File: src/rtl/kmeans_pkg.sv
// rtl/kmeans_pkg.sv - shared constants, FSM encoding and centroid packing for the k-means centroid update
package kmeans_pkg;

    localparam int K              = 4;
    localparam int N              = 2;
    localparam int CENTROID_IDX_W = 2;

    typedef enum logic [2:0] {
        ST_IDLE   = 3'd0,
        ST_READ   = 3'd1,
        ST_DIV    = 3'd2,
        ST_WRITE  = 3'd3,
        ST_COMMIT = 3'd4
    } cu_state_e;

    // Packing order: coordinate (k, d) sits at slot k*N + d, slot 0 in the LSBs,
    // i.e. {k3d1, k3d0, k2d1, k2d0, k1d1, k1d0, k0d1, k0d0}.
    function automatic int coord_lsb(input logic [CENTROID_IDX_W-1:0] k, input int d, input int w);
        return (int'(k) * N + d) * w;
    endfunction

endpackage

File: src/rtl/kmeans_centroid_update_k4n2_if.sv
// rtl/kmeans_centroid_update_k4n2_if.sv - accumulator read-port bundle between the centroid update and the accumulator
// Signals: rd_acc_en / rd_acc_centroid (address side), acc0_output / acc1_output /
// acc_counter_output (combinational data returned for the addressed centroid).
// master = centroid update block, slave = accumulator.
interface kmeans_centroid_update_k4n2_if #(
    parameter int DATA_QTY_W = 8,
    parameter int ACC_W      = 16
);
    import kmeans_pkg::*;

    logic                      rd_acc_en;
    logic [CENTROID_IDX_W-1:0] rd_acc_centroid;
    logic [ACC_W-1:0]          acc0_output;
    logic [ACC_W-1:0]          acc1_output;
    logic [DATA_QTY_W-1:0]     acc_counter_output;

    modport master (
        output rd_acc_en, rd_acc_centroid,
        input  acc0_output, acc1_output, acc_counter_output
    );

    modport slave (
        input  rd_acc_en, rd_acc_centroid,
        output acc0_output, acc1_output, acc_counter_output
    );

endinterface

File: src/rtl/kmeans_seq_divider.sv
// rtl/kmeans_seq_divider.sv - restoring sequential divider, one quotient bit per cycle, saturating quotient
// Ports: clk, rst_n (async active-low), start (loads operands), dividend, divisor,
// busy (iterations outstanding), done (high in the cycle of the final iteration,
// quotient valid from the next cycle), quotient (saturated to QUOTIENT_W bits).
module kmeans_seq_divider #(
    parameter int DIVIDEND_W = 16,
    parameter int DIVISOR_W  = 8,
    parameter int QUOTIENT_W = 8
) (
    input  logic                  clk,
    input  logic                  rst_n,
    input  logic                  start,
    input  logic [DIVIDEND_W-1:0] dividend,
    input  logic [DIVISOR_W-1:0]  divisor,
    output logic                  busy,
    output logic                  done,
    output logic [QUOTIENT_W-1:0] quotient
);

    localparam int CNT_W = $clog2(DIVIDEND_W + 1);

    // quo_q starts as the dividend and is shifted left; quotient bits enter at the LSB.
    logic [DIVIDEND_W-1:0] quo_q, quo_d;
    logic [DIVISOR_W-1:0]  rem_q, rem_d;
    logic [DIVISOR_W-1:0]  dsr_q, dsr_d;
    logic [CNT_W-1:0]      cnt_q, cnt_d;
    logic [DIVISOR_W:0]    rem_shift;
    logic [DIVISOR_W:0]    rem_sub;

    always_comb begin
        quo_d     = quo_q;
        rem_d     = rem_q;
        dsr_d     = dsr_q;
        cnt_d     = cnt_q;
        rem_shift = {rem_q, quo_q[DIVIDEND_W-1]};
        rem_sub   = rem_shift - {1'b0, dsr_q};
        if (start) begin
            quo_d = dividend;
            rem_d = '0;
            dsr_d = divisor;
            cnt_d = CNT_W'(DIVIDEND_W);
        end else if (cnt_q != '0) begin
            // The stored remainder is always below the divisor, so it fits DIVISOR_W bits.
            if (rem_shift >= {1'b0, dsr_q}) begin
                rem_d = rem_sub[DIVISOR_W-1:0];
                quo_d = {quo_q[DIVIDEND_W-2:0], 1'b1};
            end else begin
                rem_d = rem_shift[DIVISOR_W-1:0];
                quo_d = {quo_q[DIVIDEND_W-2:0], 1'b0};
            end
            cnt_d = cnt_q - 1'b1;
        end
    end

    always_ff @(posedge clk or negedge rst_n) begin
        if (!rst_n) begin
            quo_q <= '0;
            rem_q <= '0;
            dsr_q <= '0;
            cnt_q <= '0;
        end else begin
            quo_q <= quo_d;
            rem_q <= rem_d;
            dsr_q <= dsr_d;
            cnt_q <= cnt_d;
        end
    end

    always_comb begin
        busy     = (cnt_q != '0);
        done     = (cnt_q == CNT_W'(1));
        quotient = (|quo_q[DIVIDEND_W-1:QUOTIENT_W]) ? '1 : quo_q[QUOTIENT_W-1:0];
    end

endmodule

File: src/rtl/kmeans_centroid_update_k4n2.sv
// rtl/kmeans_centroid_update_k4n2.sv - reads accumulator sums/counts, divides, commits new centroids, reports convergence
// Ports: clk, rst_n (async active-low), start (pulse, accepted in IDLE only),
// acc (accumulator read port, master side), centroids (packed, registered),
// busy, done (one-cycle pulse at COMMIT), converged (valid with done, held until next done).
// Optional: KMEANS_CU_ROUND_EN selects round-half-up division (one extra DIV cycle).
module kmeans_centroid_update_k4n2
    import kmeans_pkg::*;
#(
    parameter int input_data_width         = 8,
    parameter int input_data_qty_bit_width = 8,
    parameter int acc_width                = 16,
    parameter logic [input_data_width-1:0] k0_d0_initial = input_data_width'(0),
    parameter logic [input_data_width-1:0] k0_d1_initial = input_data_width'(0),
    parameter logic [input_data_width-1:0] k1_d0_initial = input_data_width'(1),
    parameter logic [input_data_width-1:0] k1_d1_initial = input_data_width'(1),
    parameter logic [input_data_width-1:0] k2_d0_initial = input_data_width'(2),
    parameter logic [input_data_width-1:0] k2_d1_initial = input_data_width'(2),
    parameter logic [input_data_width-1:0] k3_d0_initial = input_data_width'(3),
    parameter logic [input_data_width-1:0] k3_d1_initial = input_data_width'(3)
) (
    input  logic                                clk,
    input  logic                                rst_n,
    input  logic                                start,
    kmeans_centroid_update_k4n2_if.master       acc,
    output logic [K*N*input_data_width-1:0]     centroids,
    output logic                                busy,
    output logic                                done,
    output logic                                converged
);

    localparam int W  = input_data_width;
    localparam int CW = K * N * W;
    localparam logic [CW-1:0] INIT = {k3_d1_initial, k3_d0_initial, k2_d1_initial, k2_d0_initial,
                                      k1_d1_initial, k1_d0_initial, k0_d1_initial, k0_d0_initial};

`ifdef KMEANS_CU_ROUND_EN
    localparam int DIV_W = acc_width + 1;
`else
    localparam int DIV_W = acc_width;
`endif

    cu_state_e                 state_q, state_d;
    logic [CENTROID_IDX_W-1:0] idx_q, idx_d;
    logic                      zero_q, zero_d;
    logic                      changed_q, changed_d;
    logic                      converged_q, converged_d;
    logic [CW-1:0]             shadow_q, shadow_d;
    logic [CW-1:0]             centroids_q, centroids_d;

    logic             div_start;
    logic [DIV_W-1:0] dividend0, dividend1;
    logic             div0_busy, div1_busy, div0_done, div1_done;
    logic [W-1:0]     q0, q1, live0, live1;

    always_comb begin
`ifdef KMEANS_CU_ROUND_EN
        // Adding half the divisor before a floor division gives round-half-up.
        dividend0 = {1'b0, acc.acc0_output} + DIV_W'(acc.acc_counter_output >> 1);
        dividend1 = {1'b0, acc.acc1_output} + DIV_W'(acc.acc_counter_output >> 1);
`else
        dividend0 = acc.acc0_output;
        dividend1 = acc.acc1_output;
`endif
        div_start = (state_q == ST_READ) && (acc.acc_counter_output != '0);
    end

    kmeans_seq_divider #(.DIVIDEND_W(DIV_W), .DIVISOR_W(input_data_qty_bit_width), .QUOTIENT_W(W)) u_div0 (
        .clk(clk), .rst_n(rst_n), .start(div_start), .dividend(dividend0),
        .divisor(acc.acc_counter_output), .busy(div0_busy), .done(div0_done), .quotient(q0)
    );

    kmeans_seq_divider #(.DIVIDEND_W(DIV_W), .DIVISOR_W(input_data_qty_bit_width), .QUOTIENT_W(W)) u_div1 (
        .clk(clk), .rst_n(rst_n), .start(div_start), .dividend(dividend1),
        .divisor(acc.acc_counter_output), .busy(div1_busy), .done(div1_done), .quotient(q1)
    );

    always_ff @(posedge clk or negedge rst_n) begin
        if (!rst_n) begin
            state_q     <= ST_IDLE;
            idx_q       <= '0;
            zero_q      <= 1'b0;
            changed_q   <= 1'b0;
            converged_q <= 1'b0;
            shadow_q    <= '0;
            centroids_q <= INIT;
        end else begin
            state_q     <= state_d;
            idx_q       <= idx_d;
            zero_q      <= zero_d;
            changed_q   <= changed_d;
            converged_q <= converged_d;
            shadow_q    <= shadow_d;
            centroids_q <= centroids_d;
        end
    end

    always_comb begin
        state_d     = state_q;
        idx_d       = idx_q;
        zero_d      = zero_q;
        changed_d   = changed_q;
        converged_d = converged_q;
        shadow_d    = shadow_q;
        centroids_d = centroids_q;
        live0       = centroids_q[coord_lsb(idx_q, 0, W) +: W];
        live1       = centroids_q[coord_lsb(idx_q, 1, W) +: W];
        case (state_q)
            ST_IDLE: begin
                if (start) begin
                    state_d   = ST_READ;
                    idx_d     = '0;
                    changed_d = 1'b0;
                end
            end
            ST_READ: begin
                zero_d  = (acc.acc_counter_output == '0);
                state_d = (acc.acc_counter_output == '0) ? ST_WRITE : ST_DIV;
            end
            ST_DIV: begin
                if (div0_done && div1_done) state_d = ST_WRITE;
            end
            ST_WRITE: begin
                // An empty (or wrapped) count keeps the live coordinates.
                if (zero_q) begin
                    shadow_d[coord_lsb(idx_q, 0, W) +: W] = live0;
                    shadow_d[coord_lsb(idx_q, 1, W) +: W] = live1;
                end else begin
                    shadow_d[coord_lsb(idx_q, 0, W) +: W] = q0;
                    shadow_d[coord_lsb(idx_q, 1, W) +: W] = q1;
                    changed_d = changed_q | (q0 != live0) | (q1 != live1);
                end
                if (idx_q == CENTROID_IDX_W'(K - 1)) begin
                    state_d = ST_COMMIT;
                end else begin
                    idx_d   = idx_q + 1'b1;
                    state_d = ST_READ;
                end
            end
            ST_COMMIT: begin
                centroids_d = shadow_q;
                converged_d = ~changed_q;
                state_d     = ST_IDLE;
            end
            default: state_d = ST_IDLE;
        endcase
    end

    always_comb begin
        acc.rd_acc_en       = (state_q == ST_READ);
        acc.rd_acc_centroid = (state_q == ST_IDLE) ? '0 : idx_q;
        centroids           = centroids_q;
        busy                = (state_q != ST_IDLE) | div0_busy | div1_busy;
        done                = (state_q == ST_COMMIT);
        converged           = (state_q == ST_COMMIT) ? ~changed_q : converged_q;
    end

endmodule

File: src/flat_wrapper.sv
// flat-port wrapper written by rule: the top's interface ports become plain ports
module kmeans_centroid_update_k4n2_flat import kmeans_pkg::*;
#(
    parameter int input_data_width         = 8,
    parameter int input_data_qty_bit_width = 8,
    parameter int acc_width                = 16,
    parameter logic [input_data_width-1:0] k0_d0_initial = input_data_width'(0),
    parameter logic [input_data_width-1:0] k0_d1_initial = input_data_width'(0),
    parameter logic [input_data_width-1:0] k1_d0_initial = input_data_width'(1),
    parameter logic [input_data_width-1:0] k1_d1_initial = input_data_width'(1),
    parameter logic [input_data_width-1:0] k2_d0_initial = input_data_width'(2),
    parameter logic [input_data_width-1:0] k2_d1_initial = input_data_width'(2),
    parameter logic [input_data_width-1:0] k3_d0_initial = input_data_width'(3),
    parameter logic [input_data_width-1:0] k3_d1_initial = input_data_width'(3)
)
  (clk, rst_n, start, centroids, busy, done, converged, acc_rd_acc_en, acc_rd_acc_centroid, acc_acc0_output, acc_acc1_output, acc_acc_counter_output);
  kmeans_centroid_update_k4n2_if acc_i ();
  input  logic clk;
  input  logic rst_n;
  input  logic start;
  output logic [K*N*input_data_width-1:0] centroids;
  output logic busy;
  output logic done;
  output logic converged;
  output wire logic [$bits(acc_i.rd_acc_en)-1:0] acc_rd_acc_en;
  output wire logic [$bits(acc_i.rd_acc_centroid)-1:0] acc_rd_acc_centroid;
  input wire logic [$bits(acc_i.acc0_output)-1:0] acc_acc0_output;
  input wire logic [$bits(acc_i.acc1_output)-1:0] acc_acc1_output;
  input wire logic [$bits(acc_i.acc_counter_output)-1:0] acc_acc_counter_output;
  assign acc_rd_acc_en = acc_i.rd_acc_en;
  assign acc_rd_acc_centroid = acc_i.rd_acc_centroid;
  assign acc_i.acc0_output = acc_acc0_output;
  assign acc_i.acc1_output = acc_acc1_output;
  assign acc_i.acc_counter_output = acc_acc_counter_output;
  kmeans_centroid_update_k4n2 #(.input_data_width(input_data_width), .input_data_qty_bit_width(input_data_qty_bit_width), .acc_width(acc_width), .k0_d0_initial(k0_d0_initial), .k0_d1_initial(k0_d1_initial), .k1_d0_initial(k1_d0_initial), .k1_d1_initial(k1_d1_initial), .k2_d0_initial(k2_d0_initial), .k2_d1_initial(k2_d1_initial), .k3_d0_initial(k3_d0_initial), .k3_d1_initial(k3_d1_initial)) u_core (.clk(clk), .rst_n(rst_n), .start(start), .acc(acc_i), .centroids(centroids), .busy(busy), .done(done), .converged(converged));
endmodule
File: config.mk
export PLATFORM = sky130hd
export DESIGN_NAME = kmeans_centroid_update_k4n2_flat
export DESIGN_NICKNAME = d
export VERILOG_FILES = /design/src/rtl/kmeans_pkg.sv /design/src/rtl/kmeans_centroid_update_k4n2_if.sv /design/src/rtl/kmeans_seq_divider.sv /design/src/rtl/kmeans_centroid_update_k4n2.sv /design/src/flat_wrapper.sv
export SDC_FILE = /design/constraint.sdc
export NUM_CORES = 1
export LEC_CHECK = 0
export CAP_MARGIN = 20
export CORE_MARGIN = 3
export CORE_UTILIZATION = 30
export DETAILED_ROUTE_END_ITERATION = 16
export PLACE_DENSITY = 0.5
export SETUP_SLACK_MARGIN = 0.15
export SYNTH_ARGS = -nofsm -noshare
export SYNTH_HDL_FRONTEND = slang
export SYNTH_SLANG_ARGS = --single-unit
File: constraint.sdc
create_clock -name clk -period 7.6 [get_ports clk]
set_input_delay 2.28 -clock clk [delete_from_list [all_inputs] [get_ports clk]]
set_output_delay 2.28 -clock clk [all_outputs]
set_load 0.05 [all_outputs]
==> impl_metrics.tcl, run 1 <==
set metrics [dict create \
    wl_met2_um 12100 \
    gp_congestion 0.785 \
    crit_arrival_ps 3090 \
    ant_nets 0 \
    top_layer_used "met4" \
    layout_common_cells "dfrtp_1, nand2_1, clkdlybuf4s50_1" \
    htree_levels 1 \
    crit_path_start_kind "flip-flop" \
    setup_viol 0 \
    timing.rr.start "u_core.idx_q[0]" \
    grt_pass1_vias 7425 \
    grt_first_pass_wirelength_um 42900 \
    synthCells 946 \
    cp.required_ps 5320 \
    path_class "flip-flop to output port" \
    hp-class "flip-flop to flip-flop" \
    drt-total-wl_um 26700 \
    die_h_um 188 \
    yosys_warnings 0 \
    swShare_pct 39.0 \
    dr_total_vias 7462 \
    fin_skew_ps 24.4 \
    cts_root_buffer "clkbuf_16" \
    dp_hpwl_um 18500 \
    drt-wirelength-per-cell_um 17.9 \
    dieArea_sq_mm 0.0352 \
    drive_above_1_share_pct 14.8 \
    netlist_area_sq_mm 0.00990 \
    mappedNetlistNets 1017 \
    crit_path_start "u_core.u_div1.cnt_q[2]" \
    fin_cells 1493 \
    clkPwrFrac_pct 23.3 \
    maxSlewViolCount 0 \
    dp.cells 1448 \
    ctsHoldBuffers 0 \
    start_util_pct 30.9 \
    cts_buffers 24 \
    layout_commonest_cell "dfrtp_1" \
    drc 0 \
    area_delta_synth_final_pct 24.2 \
    relSlewSlack_pct 34.3 \
    p_int_w 0.00307 \
    synth_edf_count 0 \
    fp-row-count 65 \
    synth_ff_type "dfrtp_1" \
    irDropWorstVdd_v 0.000196 \
    antenna_found_initial 0 \
    finalCritPeriodShare_pct 70.6 \
    first_pass_iters 4 \
    worstMarginPinSlew_ps 983 \
    worstHoldStart "u_core.shadow_q[24]" \
    yosysTopAreaCell "dfrtp_1" \
    nets 1111 \
    status "finished clean" \
    dieWidth_um 188 \
    fmax_mhz 186 \
    postCtsSetupRepairBufs 0 \
    grt_max_degree 93 \
    wl_met1_um 13100 \
    power.leakage_nw 5.40 \
    clkSlewWorstSetupHoldPaths_ps 60 \
    overflow 0 \
    pwr-share-comb_pct 41.8 \
    fin_crit_ps 5370 \
    synth_area_per_cell_sq_um 10.5 \
    cp_max_fo 23 \
    clk_latency_ps 520 \
    power_per_cell_area_mw_per_mm2 409 \
    drt_iter0_drc 369 \
    setup-tns-final_ps 0 \
    postLayoutCoreUtil_pct 38.4 \
    synthDistinctLibCells 54 \
    finalHoldViolations 0 \
    synth_area_leaders "dfrtp_1, mux2_2, nand2_1" \
    cts.sinks 202 \
    max_cap_viol_count 0 \
    ys_ff_latch 202 \
    wl_met3_um 995 \
    switching_power_w 0.00196 \
    ys_async_sr_fraction_pct 100 \
    rsz0062_at_grt "false" \
    cts_tree "done" \
    grtUsageTotal_pct 14.9 \
    cts_repair_resize_count 0 \
    port_buffers 112 \
    core_sq_mm 0.0320 \
    io_pins 113 \
    yosysTopAreaCellShare_pct 49.0 \
    critPathCaptureType "output port" \
    seq_power_share_pct 34.9 \
    ys_seq_area_share_pct 51.1 \
    diodes 0 \
    cts_buffer_depth 3 \
    viasPerCell 5.00 \
]
[cell families (layout without fill, tap and decap cells)]
logic type                 after synthesis  after routing  share of synthesized area (%)
muxes                                  108            108                           13.5
AOI/OAI and AO/OA                      211            211                           13.4
DFF                                    202            202                           51.1
buffers and inverters                   86            198                           3.36
xor gates and xnor gates                21             21                           1.86
and+or+nand+nor                        290            290                           13.1
adders and majority gates               28             28                           3.69
[sequential cells by signal, indices dropped and copies added (netlist names)]
name	count
u_core.u_div0.dsr_q	8
u_core.u_div1.cnt_q	5
u_core.u_div0.cnt_q	5
u_core.shadow_q	64
u_core.u_div0.rem_q	8
u_core.zero_q	1
u_core.changed_q	1
u_core.idx_q	2
u_core.state_q	3
u_core.u_div1.rem_q	8
u_core.u_div1.quo_q	16
u_core.centroids	64
u_core.converged_q	1
u_core.u_div0.quo_q	16
[path summary, 6_finish.rpt]
| path | end | depth (start not counted) | slack, ps |
|---|---|---|---|
| max | busy | 4 | 2230 |
| min | u_core.shadow_q[24] | 2 | 480 |
| max reg2reg | u_core.changed_q | 8 | 4090 |
| min reg2reg | u_core.shadow_q[24] | 2 | 480 |
| max in group asynchronous | u_core.idx_q[0] | 2 | 4460 |
| min in group asynchronous | u_core.centroids[54] | 1 | 1820 |
[power groups by stage]
stage | registers, W | clock network (W) | logic (W)
final | 0.00176 | 0.00117 | 0.00210
after global routing | 0.00181 | 0.00125 | 0.00236
after CTS | 0.00176 | 0.00121 | 0.00212
after detailed placement | 0.00178 | 0 | 0.00211
after global placement | 0.00177 | 0 | 0.00207
after floorplan | 0.00180 | 0 | 0.00150
[critical path, stage by stage, from the launching register on]
cell and delay, ps:
dfrtp_1 410, nor3_1 310, and2_1 790, nand3_1 280, clkdlybuf4s50_1 790
[per-layer routing]
metal	GRT usage (%)	vias up
li1	-	3584
met1	22.0	3695
met3	2.04	39
met5	0	-
met2	23.3	144
met4	3.55	0
[area by class of cell]
type	count	area (sq um)
clock inverter	13	129
inverter	33	124
sequential	202	5070
clock buffer	31	687
tap	435	544
fill	3185	19700
timing repair buffer	121	1230
multi-input combinational	658	4510
[per-stage QoR]
step	setup slack (ps)	hold slack [ps]	cell area [sq um]	power, W
final	2230	477	12300	0.00503
after global routing	1980	501	12300	0.00542
after CTS	2190	481	12300	0.00508
after detailed placement	2750	467	11500	0.00388
after global placement	2780	457	11400	0.00384
after floorplan	2480	444	9900	0.00329
[synth_stat cells (all sizes together), types with 3 or more instances]
library cell    n
a31oi          34
a22o           30
clkbuf         46
dfstp           8
and2            3
dfrtp         194
mux4           13
a211oi          6
mux2           74
nand3          12
nand2         132
a21o            8
o41ai           5
or3            11
nand4           8
nor2           70
nand2b          4
a21oi          32
o22ai           4
xor2            4
buf             7
nor3           22
mux2i          21
or4            10
nor4            8
inv            33
xnor2          17
o311ai          3
ha             26
o21ai          78
No activity file was read; power rests on OpenSTA's default activity.
==> run 2: changes to the inputs <==
==> constraint.sdc (replaced) <==
create_clock -name clk -period 5 [get_ports clk]
set_input_delay 1.5 -clock clk [delete_from_list [all_inputs] [get_ports clk]]
set_output_delay 1.5 -clock clk [all_outputs]
set_load 0.05 [all_outputs]
==> run 2 against run 1 <==
Core utilization is 0.22 points lower. Worst setup slack got worse by 1600 ps. Cell area is 0.58% lower. Register-to-register slack got worse by 2400 ps. First-iteration DRC count increased by 3.5%. Critical path depth decreased by 1.
==> impl_metrics.tcl, run 2 (same netlist as run 1, synthesis figures left out) <==
set metrics [dict create \
    status "finished clean" \
    fin_skew_ps 26.3 \
    clkSlewWorstSetupHoldPaths_ps 60 \
    clkPwrFrac_pct 22.1 \
    path_class "flip-flop to output port" \
    seq_area_sq_mm 0.00507 \
    crit_chain "nor3_1, nand3_1, clkdlybuf4s50_1" \
    diodes 0 \
    worstHoldStart "u_core.shadow_q[56]" \
    cts_root_buffer "clkbuf_16" \
    ctsHoldBuffers 0 \
    place_ws_ps 1120 \
    ant_nets 0 \
    rsz0062_at_grt "false" \
    port_buffers 112 \
    grt_max_degree 99 \
    dp_hpwl_um 18800 \
    pwr-share-comb_pct 42.1 \
    viasPerCell 4.96 \
    htree_levels 1 \
    power.leakage_nw 5.36 \
    seq_power_share_pct 35.8 \
    cts.sinks 202 \
    die_h_um 188 \
    antenna_found_initial 0 \
    fin_ws_ps 663 \
    fp-row-count 65 \
    drc 0 \
    crit_arrival_ps 2840 \
    hp-class "flip-flop to flip-flop" \
    cp_num_buf_inv 1 \
    cts_repair_resize_count 0 \
    finalCritPeriodShare_pct 86.7 \
    dieWidth_um 188 \
    worstMarginPinSlew_ps 1040 \
    grt_pass1_vias 7378 \
    first_pass_iters 4 \
    cts_buffer_depth 3 \
    clk_latency_ps 530 \
    cp_max_fo 7 \
    crit_family "simple AND/OR/NAND/NOR gates" \
    setup-tns-final_ps 0 \
    setup_viol 0 \
    postCtsSetupRepairBufs 0 \
    relSlewSlack_pct 30.8 \
    core_sq_mm 0.0320 \
    io_pins 113 \
    fmax_mhz 231 \
    nets 1114 \
    multi_input_area_sq_mm 0.00451 \
    irDropWorstVdd_v 0.000279 \
    max_cap_viol_count 0 \
    postLayoutCoreUtil_pct 38.1 \
    grtUsageTotal_pct 15.0 \
    p_int_w 0.00455 \
    critPathCaptureType "output port" \
    crit_path_start_kind "flip-flop" \
    dieArea_sq_mm 0.0352 \
    gp_congestion 0.785 \
    overflow 0 \
    layout_commonest_cell "dfrtp_1" \
    cts_tree "done" \
    slowest_stage "clkdlybuf4s50_1" \
    fill_cells 3215 \
    swShare_pct 39.7 \
    drt_iter0_drc 382 \
    power_per_cell_area_mw_per_mm2 617 \
    finalHoldViolations 0 \
    cp.required_ps 3500 \
    grt_first_pass_wirelength_um 42800 \
    maxSlewViolCount 0 \
    layout_common_cells "dfrtp_1, nand2_1, clkdlybuf4s50_1" \
    timing.rr.start "u_core.idx_q[0]" \
    start_util_pct 30.9 \
    drt-wirelength-per-cell_um 18.0 \
    drt-total-wl_um 26900 \
    reg2reg_slack_ps 1720 \
    crit_path_start "u_core.state_q[0]" \
    drive_above_1_share_pct 14.4 \
    dr_total_vias 7414 \
    fin_crit_ps 4340 \
    area_delta_synth_final_pct 23.4 \
    max_stage_delay_ps 790 \
    cts_buffers 24 \
    switching_power_w 0.00299 \
]
-- run 2: worst paths after layout --
check                                  endpoint  cells after the start
max reg2reg                    u_core.changed_q                      7
min reg2reg                 u_core.shadow_q[56]                      2
max in group asynchronous  u_core.centroids[56]                      2
min in group asynchronous   u_core.centroids[6]                      1
min                         u_core.shadow_q[56]                      2
max                                        busy                      3
-- run 2: power groups by stage --
stage / Combinational, W / Sequential, W / Clock [W]
final: 0.00318 / 0.00270 / 0.00167
after global routing: 0.00357 / 0.00278 / 0.00178
after CTS: 0.00321 / 0.00270 / 0.00171
after detailed placement: 0.00319 / 0.00273 / 0
after global placement: 0.00315 / 0.00272 / 0
after floorplan: 0.00227 / 0.00273 / 0
-- run 2: tightest hold or removal path, cell delays in order (launching register included) --
cell and delay, ps:
dfrtp_1 330, nand2_1 40, o21ai_0 60
-- run 2: metal layers --
metal	vias to the layer above	global-route usage [%]	share of wire [%]
li1	3580	-	-
met1	3667	22.2	50
met2	142	23.5	45
met3	25	2.28	4.1
met4	0	2.66	1.4
met5	-	0	0
-- run 2: metrics by stage --
| step | instances | power [W] | hold slack [ps] | cell area (sq um) |
|---|---|---|---|---|
| final | 1494 | 0.00755 | 476 | 12200 |
| after global placement | 1452 | 0.00587 | 460 | 11500 |
| after detailed placement | 1452 | 0.00592 | 468 | 11500 |
| after global routing | 1494 | 0.00813 | 502 | 12200 |
| after floorplan | 946 | 0.00501 | 444 | 9900 |
| after CTS | 1494 | 0.00762 | 478 | 12200 |
-- run 2: final cells by class --
class / instances / share of cell area, %
sequential: 202 / 41.4
multi-input combinational: 658 / 36.9
timing repair buffer: 124 / 10.0
clock buffer: 36 / 5.77
tap: 435 / 4.45
inverter: 33 / 1.01
clock inverter: 6 / 0.358
==> variant 1, RTL diff (settings of run 2) <==
Register the input `start` before use, without a reset. The logic sees it one clock later. The other inputs are not delayed to match.
--- a/src/rtl/kmeans_centroid_update_k4n2.sv
+++ b/src/rtl/kmeans_centroid_update_k4n2.sv
@@ -34,2 +34,8 @@
                                       k1_d1_initial, k1_d0_initial, k0_d1_initial, k0_d0_initial};
+
+    logic start_q;
+
+    always_ff @(posedge clk) begin
+        start_q <= start;
+    end
 
@@ -108,3 +114,3 @@
             ST_IDLE: begin
-                if (start) begin
+                if (start_q) begin
                     state_d   = ST_READ;
Check against the original RTL: not equivalent (a bounded check fails within 4 cycles, from zero or initial values and one cycle with rst_n low).
==> variant 1 against run 2 <==
Global-route usage up 0.62 points. Clock skew down 9.3 ps. Highest routed layer unchanged. Routed wire length rose by 4.2%. Total power is 0.55% lower. Area after synthesis grew 1.4%. Worst hold slack improved by 6.1 ps. Die area rose by 1.4%. Sequential power shrank 3%. Critical path depth unchanged. Setup slack improved by 310 ps. Sequential cell count is 1 higher. Final area is 1.6% higher. Clock power barely moved. Count of clock-buffer cells in the layout grew 5.
==> variant 1: results (changes against run 2) <==
Pwr:
- The total leakage power is 5.430 nW (+1.3%).
- The maximum ir drop on the vdd rail is 0.3137 mV (+12%).

Global route:
- The global-route wire length before repair is 44.49 mm (+3.8%).
- The global router's overall resource usage is 0.1558 (+0.006196).

Yosys:
- After synthesis, the most frequently instantiated cells are 194 x sky130_fd_sc_hd__dfrtp_1, 155 x sky130_fd_sc_hd__nand2_1, 75 x sky130_fd_sc_hd__mux2_2.
- The top-area cell type share of the netlist area is 0.4834 (-0.006840).
- By area the synthesized netlist is led by sky130_fd_sc_hd__dfrtp_1 48%, sky130_fd_sc_hd__mux2_2 8.4%, sky130_fd_sc_hd__nand2_1 5.8%, sky130_fd_sc_hd__ha_1 3.2%, sky130_fd_sc_hd__nor2_1 2.6%.
- The async set or reset register ratio after synthesis is 0.9951 (-0.004926).
- The post-synthesis average cell area came to 10.30 um2 (-1.6%).
- The number of nets in the synthesized netlist is 1046 (+2.9%).
- The unique cell type count in the Yosys netlist is 62 (+15%).
- The part of the Yosys area used for sequential elements is 0.5063 (-0.005143).

Placed design:
- The instance area at placement was 0.01165 mm2 (+1.5%).
- The sum of net half-perimeters after detailed placement is 19.97 mm (+6.0%).
- The post-placement setup slack came to 1214 ps (+92.29 ps).
- The weighted congestion at the end of routability-driven global placement is 0.7992 (+1.8%).
- The number of placed instances with taps included is 1493 (+2.8%).

Final layout:
- The fraction of final layout cells with drive strength greater than 1 is 0.1423 (-0.002140).

Setup path:
- The data arrival time of the critical path came to 2520 ps (-320 ps).
- The biggest fanout along the worst timing path was 10 (+3).

Timing:
- The final worst clock skew is 17.09 ps (-9.252 ps).

Route:
- The number of vias after detailed routing was 7621 (+2.8%).
- The ratio of routed vias to standard cells is 4.955 (-0.15%).

CTS:
- The clock network latency to the later pin of the worst-skew pair is 510 ps (-20 ps).

Floorplanning:
- The area of the die is 0.03571 mm2 (+1.4%).

Run status:
- The flow ran to the end, and the final reports show no timing, DRC or antenna violations.
==> variant 1: worst paths after layout <==
| kind | from | endpoint | slack (ps) | cells after the start |
|---|---|---|---|---|
| setup / recovery | u_core.state_q[0] | acc_rd_acc_en | 980 | 3 |
| hold / removal | u_core.shadow_q[53] | u_core.shadow_q[53] | 480 | 2 |
| setup reg to reg | u_core.idx_q[0] | u_core.shadow_q[51] | 2220 | 6 |
| hold reg to reg | u_core.shadow_q[53] | u_core.shadow_q[53] | 480 | 2 |
| max in group asynchronous | rst_n | u_core.centroids[41] | 3070 | 2 |
| min in group asynchronous | rst_n | u_core.shadow_q[19] | 1040 | 1 |
==> variant 1: cell families (layout without fill, tap and decap cells) <==
group | Yosys count | count (layout) | synth area share
AND/OR/NAND/NOR | 322 | 322 | 0.1438
adder cells (fa/ha/maj) | 28 | 28 | 0.03638
flip-flops | 203 | 203 | 0.5063
buffers and inverters | 84 | 205 | 0.03252
XOR/XNOR | 17 | 17 | 0.01483
multiplexers | 112 | 112 | 0.1348
AO/OA/AOI/OAI | 209 | 209 | 0.1314
==> variant 1: metrics by stage <==
stage          power (W)    util
6_report        0.007506  0.3790
4_1_cts         0.007592  0.3785
2_1_floorplan   0.004947       -
5_1_grt         0.008086  0.3790
3_5_place_dp    0.005879  0.3553
3_3_place_gp    0.005835  0.3553
==> variant 1: final cells by class <==
type	instances	area [um2]
clock inverter	3	26.28
inverter	34	127.6
sequential	203	5086
tap	442	553.0
timing repair buffer	127	1257
multi-input combinational	688	4639
clock buffer	41	734.5
fill	3274	20360
==> variant 1: per-layer routing <==
metal,track usage,vias to the layer above,share of wire
met5,0,-,0
met3,0.02037,27,0.040
met1,0.2234,3748,0.48
met2,0.2536,170,0.46
met4,0.03208,0,0.020
li1,-,3676,-
==> variant 1: worst max-delay path: stages (launching register included) <==
cell	delay [ps]
sky130_fd_sc_hd__dfrtp_1	480
sky130_fd_sc_hd__or3b_1	500
sky130_fd_sc_hd__inv_2	200
sky130_fd_sc_hd__clkdlybuf4s50_1	840
==> variant 1: power by group <==
part	switching [W]	total [W]	internal [W]
clock network	0.000676	0.00167	0.000994
registers	0.000449	0.00262	0.00217
logic	0.00187	0.00322	0.00135
total	0.00299	0.00751	0.00451
==> variant 2, RTL diff (config.mk and constraints of run 2) <==
Made on the original files. `input_data_width` is set to 8 in 2 places; all go to 12.
--- a/src/rtl/kmeans_centroid_update_k4n2.sv
+++ b/src/rtl/kmeans_centroid_update_k4n2.sv
@@ -8,3 +8,3 @@
 #(
-    parameter int input_data_width         = 8,
+    parameter int input_data_width         = 12,
     parameter int input_data_qty_bit_width = 8,
--- a/src/flat_wrapper.sv
+++ b/src/flat_wrapper.sv
@@ -3,3 +3,3 @@
 #(
-    parameter int input_data_width         = 8,
+    parameter int input_data_width         = 12,
     parameter int input_data_qty_bit_width = 8,
Ports: changed (resized centroids); port bits go from 113 to 145. No check against the original RTL was run, so the function may have changed too.
==> variant 2 against run 2 <==
Sequential cell count up 64. Final area increased by 43%. Sequential share of layout area fell by 3.2 points. Total power increased by 37%. Routed wire length grew 81%. Area after synthesis increased by 45%. Setup slack improved by 310 ps. Non-clock buffer count up 51.
==> variant 2: results (changes against run 2) <==
CTS:
- The number of buffers created by CTS is 31 (+29%).
- The H-tree depth reported by CTS is 1 (unchanged).
- The total setup buffers inserted after CTS is 0 (unchanged).
- The maximum buffer depth of the clock tree is 3 (unchanged).
- The post-cts repair resize count is 0 (unchanged).
- The clock network latency to the later pin of the worst-skew pair is 570 ps (+40 ps).
- The root cell of the clock tree is sky130_fd_sc_hd__clkbuf_16.
- The clock edge transition at the registers on the reported setup and hold paths is 60 ps (about the same).

Yosys:
- The part of the Yosys area used for sequential elements came to 0.4655 (-0.04594).
- The number of nets in the synthesized netlist came to 1489 (+46%).
- The async set or reset register ratio after synthesis came to 1.000 (unchanged).
- In the post-synthesis netlist, the biggest area contributors are sky130_fd_sc_hd__dfrtp_1 45%, sky130_fd_sc_hd__mux2_2 8.6%, sky130_fd_sc_hd__nand2_1 5.1%, sky130_fd_sc_hd__mux2i_1 3.9%, sky130_fd_sc_hd__o21ai_0 2.7%.
- The unique cell type count in the Yosys netlist came to 86 (+59%).
- The number of warnings issued by yosys is 0 (unchanged).
- The synthesized instance count is 1414 (+49%).
- Ranked by instance count, the synthesized netlist is headed by 258 x sky130_fd_sc_hd__dfrtp_1, 196 x sky130_fd_sc_hd__nand2_1, 110 x sky130_fd_sc_hd__mux2_2.

Placed design:
- The count of input and output buffers is 144 (+29%).
- The post-placement setup slack is 1199 ps (+77.49 ps).
- The weighted congestion at the end of routability-driven global placement was 0.9531 (+21%).
- The number of placed instances with taps included is 2102 (+45%).
- The instance area at placement is 0.01634 mm2 (+42%).
- The sum of net half-perimeters after detailed placement is 35.53 mm (+89%).

Final layout:
- The fraction of final layout cells with drive strength greater than 1 is 0.1546 (+0.01016).
- The area growth from synthesis to layout is 21.84%.
- The antenna cell count is 0 (unchanged).
- The number of nets in the layout is 1603 (+44%).
- The number of cells in the finished layout apart from fillers is 2159 (+45%).
- The number of inserted filler cells in the final layout was 4751 (+48%).

Setup path:
- On the critical path the largest part of the delay comes from buffers and inverters.
- The biggest fanout along the worst timing path is 9 (+2).
- The maximum single-stage delay on the critical path was 830 ps (+40 ps).
- The required time of the critical path is 3500 ps (about the same).
- The standard cell with the maximum stage delay on the critical path is sky130_fd_sc_hd__clkdlybuf4s50_1.

Pwr:
- The maximum ir drop on the vdd rail is 0.3166 mV (+13%).
- The total leakage power was 7.531 nW (+41%).

Route:
- The ratio of routed vias to standard cells was 5.450 (+9.8%).
- The mean routed wirelength per cell was 22.59 um (+26%).
- The number of iterations in the first detailed-routing pass is 5 (+1).
- The violation count after the first detailed-route iteration was 997 (+160%).

Global route:
- The via count of the first global-routing pass is 11640 (+58%).
- The largest net degree at the start of global routing came to 93 (-6.1%).
- The global-route wire length before repair is 74.18 mm (+73%).
- The initial antenna violation count was 0 (unchanged).
- The global router's overall resource usage is 0.1904 (+0.04080).

Run status:
- The flow ran to the end, and the final reports show no timing, DRC or antenna violations.

Hold path:
- The worst hold path class is reg2reg.

Timing:
- The slew at the pin closest to its max-slew limit is 1079 ps (+43.10 ps).
- The final worst clock skew was 11.37 ps (-14.97 ps).
==> variant 2: cell types whose count changed in the layout (fill, tap and decap cells not counted), moves of 33 or more <==
cell / change
sky130_fd_sc_hd__nand2_1: +64
sky130_fd_sc_hd__dfrtp_1: +63
sky130_fd_sc_hd__mux2_2: +36
sky130_fd_sc_hd__mux2i_1: +35
sky130_fd_sc_hd__nor2_1: +35
sky130_fd_sc_hd__a21oi_1: +33
==> variant 2: layer usage <==
layer,wire [um],vias to the layer above,GRT usage,share of wire
met4,1470,0,0.05393,0.030
li1,-,5363,-,-
met5,0,-,0,0
met1,21790,5890,0.2671,0.45
met3,2902,87,0.02963,0.060
met2,22610,426,0.3066,0.46
==> variant 2: worst paths after layout <==
path                                             end  slack (ps)  depth (start not counted)           startpoint
worst min register to register   u_core.shadow_q[58]         480                          2  u_core.shadow_q[58]
max in group asynchronous            u_core.idx_q[0]        3130                          2                rst_n
min in group asynchronous       u_core.centroids[35]         880                          1                rst_n
worst max register to register   u_core.shadow_q[11]        1410                          6      u_core.idx_q[0]
worst max-delay path                       converged         970                          4    u_core.state_q[1]
worst min-delay path             u_core.shadow_q[58]         480                          2  u_core.shadow_q[58]
==> variant 2: through the flow <==
step                hold WS [ps]  total power [W]
global placement           454.5         0.007825
detailed placement         466.2         0.007889
CTS                        480.1          0.01036
global route               503.5          0.01099
floorplan                  437.6         0.006553
finish                     478.6          0.01033
==> variant 2: area by class of cell <==
cell class	instances	share of cell area
multi-input cells	1016	0.4050
flip-flops and latches	266	0.3823
repair buffers	175	0.09766
clock buffers	46	0.05342
well taps	607	0.04353
clock inverters	11	0.009895
inverters	38	0.008174
==> variant 2: logic make-up (layout without fill, tap and decap cells) <==
| family | count (synthesis) | count (layout) | synth area share |
|---|---|---|---|
| adders and majority gates | 32 | 32 | 0.02901 |
| DFF | 266 | 266 | 0.4655 |
| buffers and inverters | 132 | 270 | 0.04202 |
| AOI/OAI and AO/OA | 364 | 364 | 0.1717 |
| muxes | 188 | 188 | 0.1532 |
| and+or+nand+nor | 418 | 418 | 0.1295 |
| xor gates and xnor gates | 14 | 14 | 0.009087 |
==> variant 2: power breakdown <==
part / switching [W] / leakage (nW) / internal, W / total (W)
Clock: 0.000926 / 0.542 / 0.00149 / 0.00242
Combinational: 0.00270 / 3.50 / 0.00177 / 0.00447
Sequential: 0.000661 / 3.49 / 0.00278 / 0.00345
Total: 0.00428 / 7.53 / 0.00605 / 0.0103
==> variant 2: tightest hold or removal path, stage by stage (launching register included) <==
cell,delay [ps]
sky130_fd_sc_hd__dfrtp_1,340
sky130_fd_sc_hd__nand2_1,50
sky130_fd_sc_hd__o21ai_0,60
